[config.mk]
export PLATFORM = sky130hd
export DESIGN_NAME = regfile_wb_arbiter
export DESIGN_NICKNAME = d
export VERILOG_FILES = /design/src/rtl/regfile_wb_arbiter_pkg.sv /design/src/rtl/regfile_wb_arbiter_rr_arbiter.sv /design/src/rtl/regfile_wb_arbiter.sv
export SDC_FILE = /design/constraint.sdc
export NUM_CORES = 1
export LEC_CHECK = 0
export ABC_CLOCK_PERIOD_IN_PS = 7100
export BUFFER_PORTS_ARGS = -buffer_cell sky130_fd_sc_hd__buf_2
export CAP_MARGIN = 5
export CORE_UTILIZATION = 35
export DETAILED_ROUTE_END_ITERATION = 7
export PLACE_DENSITY_LB_ADDON = 0.15
export SYNTH_ARGS = -nofsm -noshare
export SYNTH_HDL_FRONTEND = slang
export SYNTH_SLANG_ARGS = --single-unit
[constraint.sdc]
create_clock -name clock -period 7.1 [get_ports clock]
set_input_delay 0.71 -clock clock [delete_from_list [all_inputs] [get_ports clock]]
set_output_delay 0.71 -clock clock [all_outputs]
set_load 0.01 [all_outputs]
[src/rtl/regfile_wb_arbiter_pkg.sv]
// rtl/regfile_wb_arbiter_pkg.sv - shared defaults for the write-back arbiter slice
package regfile_wb_arbiter_pkg;

  localparam int NREQ_DEFAULT   = 3;
  localparam int DATA_W_DEFAULT = 32;
  localparam int ADDR_W_DEFAULT = 5;

  // Register 0 is hardwired: writes are swallowed and it is never pending.
  localparam int ZERO_REG = 0;

  function automatic int idx_width(input int n);
    return (n > 1) ? $clog2(n) : 1;
  endfunction

endpackage

[src/rtl/regfile_wb_arbiter_rr_arbiter.sv]
// rtl/regfile_wb_arbiter_rr_arbiter.sv - round-robin grant starting at ptr
module rr_arbiter #(
  parameter int N  = 3,
  parameter int IW = 2
) (
  input  logic [N-1:0]  req,
  input  logic [IW-1:0] ptr,
  output logic [N-1:0]  grant,
  output logic [IW-1:0] grant_idx
);

  localparam logic [IW:0] N_W = (IW + 1)'(N);

  logic [IW:0] idx;
  logic        found;

  // ptr < N, so ptr + i stays below 2N and one conditional subtract wraps it.
  always_comb begin
    grant     = '0;
    grant_idx = '0;
    found     = 1'b0;
    idx       = '0;
    for (int i = 0; i < N; i++) begin
      idx = {1'b0, ptr} + (IW + 1)'(i);
      if (idx >= N_W) idx = idx - N_W;
      if (!found && req[idx[IW-1:0]]) begin
        found                = 1'b1;
        grant[idx[IW-1:0]]   = 1'b1;
        grant_idx            = idx[IW-1:0];
      end
    end
  end

endmodule

[src/rtl/regfile_wb_arbiter.sv]
// rtl/regfile_wb_arbiter.sv - write-back arbiter with pending-write scoreboard
module regfile_wb_arbiter
  import regfile_wb_arbiter_pkg::*;
#(
  parameter int NREQ   = NREQ_DEFAULT,
  parameter int DATA_W = DATA_W_DEFAULT,
  parameter int ADDR_W = ADDR_W_DEFAULT
) (
  input  logic                     clock,
  input  logic                     reset_n,
  input  logic [NREQ-1:0]          ReqValid,
  input  logic [NREQ*ADDR_W-1:0]   ReqAddr,
  input  logic [NREQ*DATA_W-1:0]   ReqData,
  output logic [NREQ-1:0]          ReqReady,
  input  logic                     ResValid,
  input  logic [ADDR_W-1:0]        ResAddr,
  input  logic [ADDR_W-1:0]        ChkAddr1,
  input  logic [ADDR_W-1:0]        ChkAddr2,
  output logic                     Busy1,
  output logic                     Busy2,
  output logic                     RegWrite,
  output logic [ADDR_W-1:0]        WriteAddr,
  output logic [DATA_W-1:0]        WriteData
);

  localparam int                IW        = idx_width(NREQ);
  localparam int                NREG      = 1 << ADDR_W;
  localparam logic [IW-1:0]     PTR_LAST  = IW'(NREQ - 1);
  localparam logic [ADDR_W-1:0] ZERO_ADDR = ADDR_W'(ZERO_REG);

  logic [IW-1:0]     ptr;
  logic [NREQ-1:0]   grant;
  logic [IW-1:0]     grant_idx;
  logic              accept;
  logic [ADDR_W-1:0] sel_addr;
  logic [DATA_W-1:0] sel_data;
  logic [NREG-1:0]   pending;

  rr_arbiter #(
    .N  (NREQ),
    .IW (IW)
  ) u_rr_arbiter (
    .req       (ReqValid),
    .ptr       (ptr),
    .grant     (grant),
    .grant_idx (grant_idx)
  );

  assign ReqReady = grant;
  assign accept   = |grant;

  always_comb begin
    sel_addr = '0;
    sel_data = '0;
    for (int k = 0; k < NREQ; k++) begin
      if (grant[k]) begin
        sel_addr = ReqAddr[k*ADDR_W +: ADDR_W];
        sel_data = ReqData[k*DATA_W +: DATA_W];
      end
    end
  end

  always_ff @(posedge clock or negedge reset_n) begin
    if (!reset_n) begin
      ptr <= '0;
    end else if (accept) begin
      ptr <= (grant_idx == PTR_LAST) ? '0 : grant_idx + 1'b1;
    end
  end

  // Reservation is applied after the clear so a same-edge set wins.
  always_ff @(posedge clock or negedge reset_n) begin
    if (!reset_n) begin
      pending <= '0;
    end else begin
      if (accept) pending[sel_addr] <= 1'b0;
      if (ResValid && ResAddr != ZERO_ADDR) pending[ResAddr] <= 1'b1;
    end
  end

  assign Busy1 = pending[ChkAddr1];
  assign Busy2 = pending[ChkAddr2];

  always_ff @(posedge clock or negedge reset_n) begin
    if (!reset_n) begin
      RegWrite  <= 1'b0;
      WriteAddr <= '0;
      WriteData <= '0;
    end else begin
      RegWrite <= accept && (sel_addr != ZERO_ADDR);
      if (accept) begin
        WriteAddr <= sel_addr;
        WriteData <= sel_data;
      end
    end
  end

endmodule

==> impl_metrics.ini <==
[status]
outcome = finished, final reports clean

[die]
die-width_um = 118
fp.coreArea_sq_um = 12900
row_count = 41
ios = 175
die_area_sq_um = 13900
start_util = 0.365
fp.dieH_um = 118

[sta]
setup_viol = 0
fin_skew_ns = 0.00276
clock.fmax_mhz = 252
final.min_clock_period_ns = 3.96
slew_viol_final = 0
min_period_over_period = 0.558
totalNegativeSetupSlack_ns = 0
rsz0062_at_grt = no
worst_slew_pin_slew_ns = 0.972
slew_headroom = 0.349
final-hold-violation-count = 0

[clocking]
postCtsSetupBuffers = 0
cts.htree.levels = 3
clk_latency_ns = 0.34
clock_path_buffers = 2
clkSinkCount = 72
cts_inserted_buffers = 9
postCtsHoldBufs = 0
post_cts_resized = 0
path_clk_slew_ns = 0.06
cts_tree = yes
root_buffer = clkbuf_16

[yosys]
ys.flop_type = dfrtp_1
syn_inst = 491
yosys-top-cells-count = 72 x dfrtp_1, 70 x nand2_1, 46 x a21oi_1
synth_most_common_cell = dfrtp_1
synth_top_area_frac = 0.384
seq_area_frac_synth = 0.384
syn-num-nets = 627
synth_area_leader_cell = dfrtp_1
synth_cell_types = 53
synth_area_per_cell_sq_um = 9.57
synthTopCellsByArea = dfrtp_1 38%, mux4_2 9.6%, a221o_1 6.8%
synth-edff-count = 0
synth-seq-cells = 72
synth.cell_area_sq_um = 4700
yosys_warnings = 0
synthArstFlopShare = 1.00

[critical_path]
cp-startpoint = ptr[1]
crit_type = reg2out
end_kind = output pin
crit_path_start_kind = register
crit_fanout = 34
critPathArrivalTime_ns = 3.25
r2r_start = ptr[1]
cp.required_ns = 6.39

[job]
cap_violations = 0

[layout]
nets = 781
nFillCells = 1250
area_growth_pct = 28.0
diodes = 0
fin_area_sq_um = 6010
drive_above_1_share = 0.374

[detailed_routing]
post_drt_wl_per_cell_um = 18.2
vias = 4641
wirelength_mm = 14.9
drtIter0Drc = 273
antenna_left = 0
first_pass_iters = 4
drc = 0
viasPerCell = 5.65

[grt]
grt_antenna_before_repair = 0
grt_pass1_wl_mm = 24.1
track_usage = 0.220
gr-total-overflow = 0
grt_pass1_vias = 4600
grt_max_degree = 73

[power_and_ir_drop]
power_density_nw_per_um2 = 570
p_leak_nw = 2.73
vdd_ir_drop_max_v = 0.000244

[placement]
gp_congestion = 0.847
port_buffers = 174
place_area_sq_um = 5670
hpwlAfterDp_mm = 10.3

[hold_path]
hp-class = reg2reg
hold_start = WriteAddr[4]
[logic make-up after synthesis]
group                      count (synthesis)  share of synthesized area
adders and majority gates                  4                     0.0107
and+or+nand+nor                          156                      0.172
DFF                                       72                      0.384
muxes                                     24                      0.109
AOI/OAI and AO/OA                        168                      0.264
buffers and inverters                     67                     0.0613
[critical path: stages (launching register included)]
cell	delay, ns
dfrtp_1	0.40
inv_1	0.10
ha_1	0.41
mux2i_4	0.35
o21ai_1	0.16
a31o_2	0.31
o21ai_4	0.76
inv_1	0.21
buf_2	0.21
[through the flow]
step | power [mW] | setup slack, ns | hold WS (ns) | util | cells
global placement | 2.86 | 3.41 | 0.460 | 0.440 | 805
detailed placement | 2.92 | 3.34 | 0.464 | 0.440 | 805
finish | 3.43 | 3.14 | 0.480 | 0.467 | 822
CTS | 3.41 | 3.11 | 0.482 | 0.465 | 821
floorplan | 2.35 | 4.05 | 0.414 | - | 491
global route | 3.71 | 2.95 | 0.493 | 0.467 | 822
[area by class of cell]
cell class	count	area [sq um]	share of cell area
multi-input combinational	352	2630	0.438
tap	172	215	0.0358
sequential	72	1800	0.300
clock inverter	2	35.0	0.00583
timing repair buffer	179	928	0.154
inverter	31	116	0.0194
clock buffer	14	284	0.0472
[registers in the layout, indices dropped and copies added (netlist names)]
| register | flops |
|---|---|
| RegWrite | 1 |
| WriteAddr | 5 |
| WriteData | 32 |
| pending | 32 |
| ptr | 2 |
[final timing paths]
kind                                 to  cells after the start  slack (ns)
max                         ReqReady[0]                      8        3.14
min                        WriteAddr[4]                      2        0.48
min in group asynchronous      RegWrite                      2        0.59
max in group asynchronous  WriteData[0]                      2        5.88
max reg2reg                 pending[24]                     10        3.36
min reg2reg                WriteAddr[4]                      2        0.48
[power breakdown]
part	leakage (nW)	total (mW)	internal (mW)	switching (mW)
Sequential	0.802	0.730	0.608	0.122
Clock	0.159	0.487	0.310	0.177
Combinational	1.77	2.21	0.859	1.35
[cell usage in the layout (no fill, tap or decap), types with 2 or more instances in the layout]
cell / count
buf_2: 174
dfrtp_1: 72
nand2_1: 70
a21oi_1: 46
nand3_1: 35
a221o_1: 32
inv_1: 30
o211ai_1: 24
o21ai_0: 24
mux4_2: 20
clkbuf_16: 9
nor2_1: 8
nor3_2: 7
nor3_1: 6
a2111oi_0: 6
o21a_1: 5
o2111a_1: 5
a22o_1: 5
or3_1: 5
o21ai_2: 5
and3b_1: 4
and3_1: 4
ha_1: 4
clkbuf_8: 4
buf_4: 4
nand3b_1: 3
nor3b_1: 3
o21ai_1: 3
nor3_4: 2
o221ai_1: 2
mux2_2: 2
[routing by layer]
layer | up-vias | wire (um) | track usage
met2 | 191 | 7470 | 0.376
met3 | 17 | 1010 | 0.0547
met4 | 0 | 214 | 0.0737
li1 | 2179 | - | -
met1 | 2254 | 6240 | 0.269
met5 | - | 0 | 0
No activity file was read; power rests on OpenSTA's default activity.
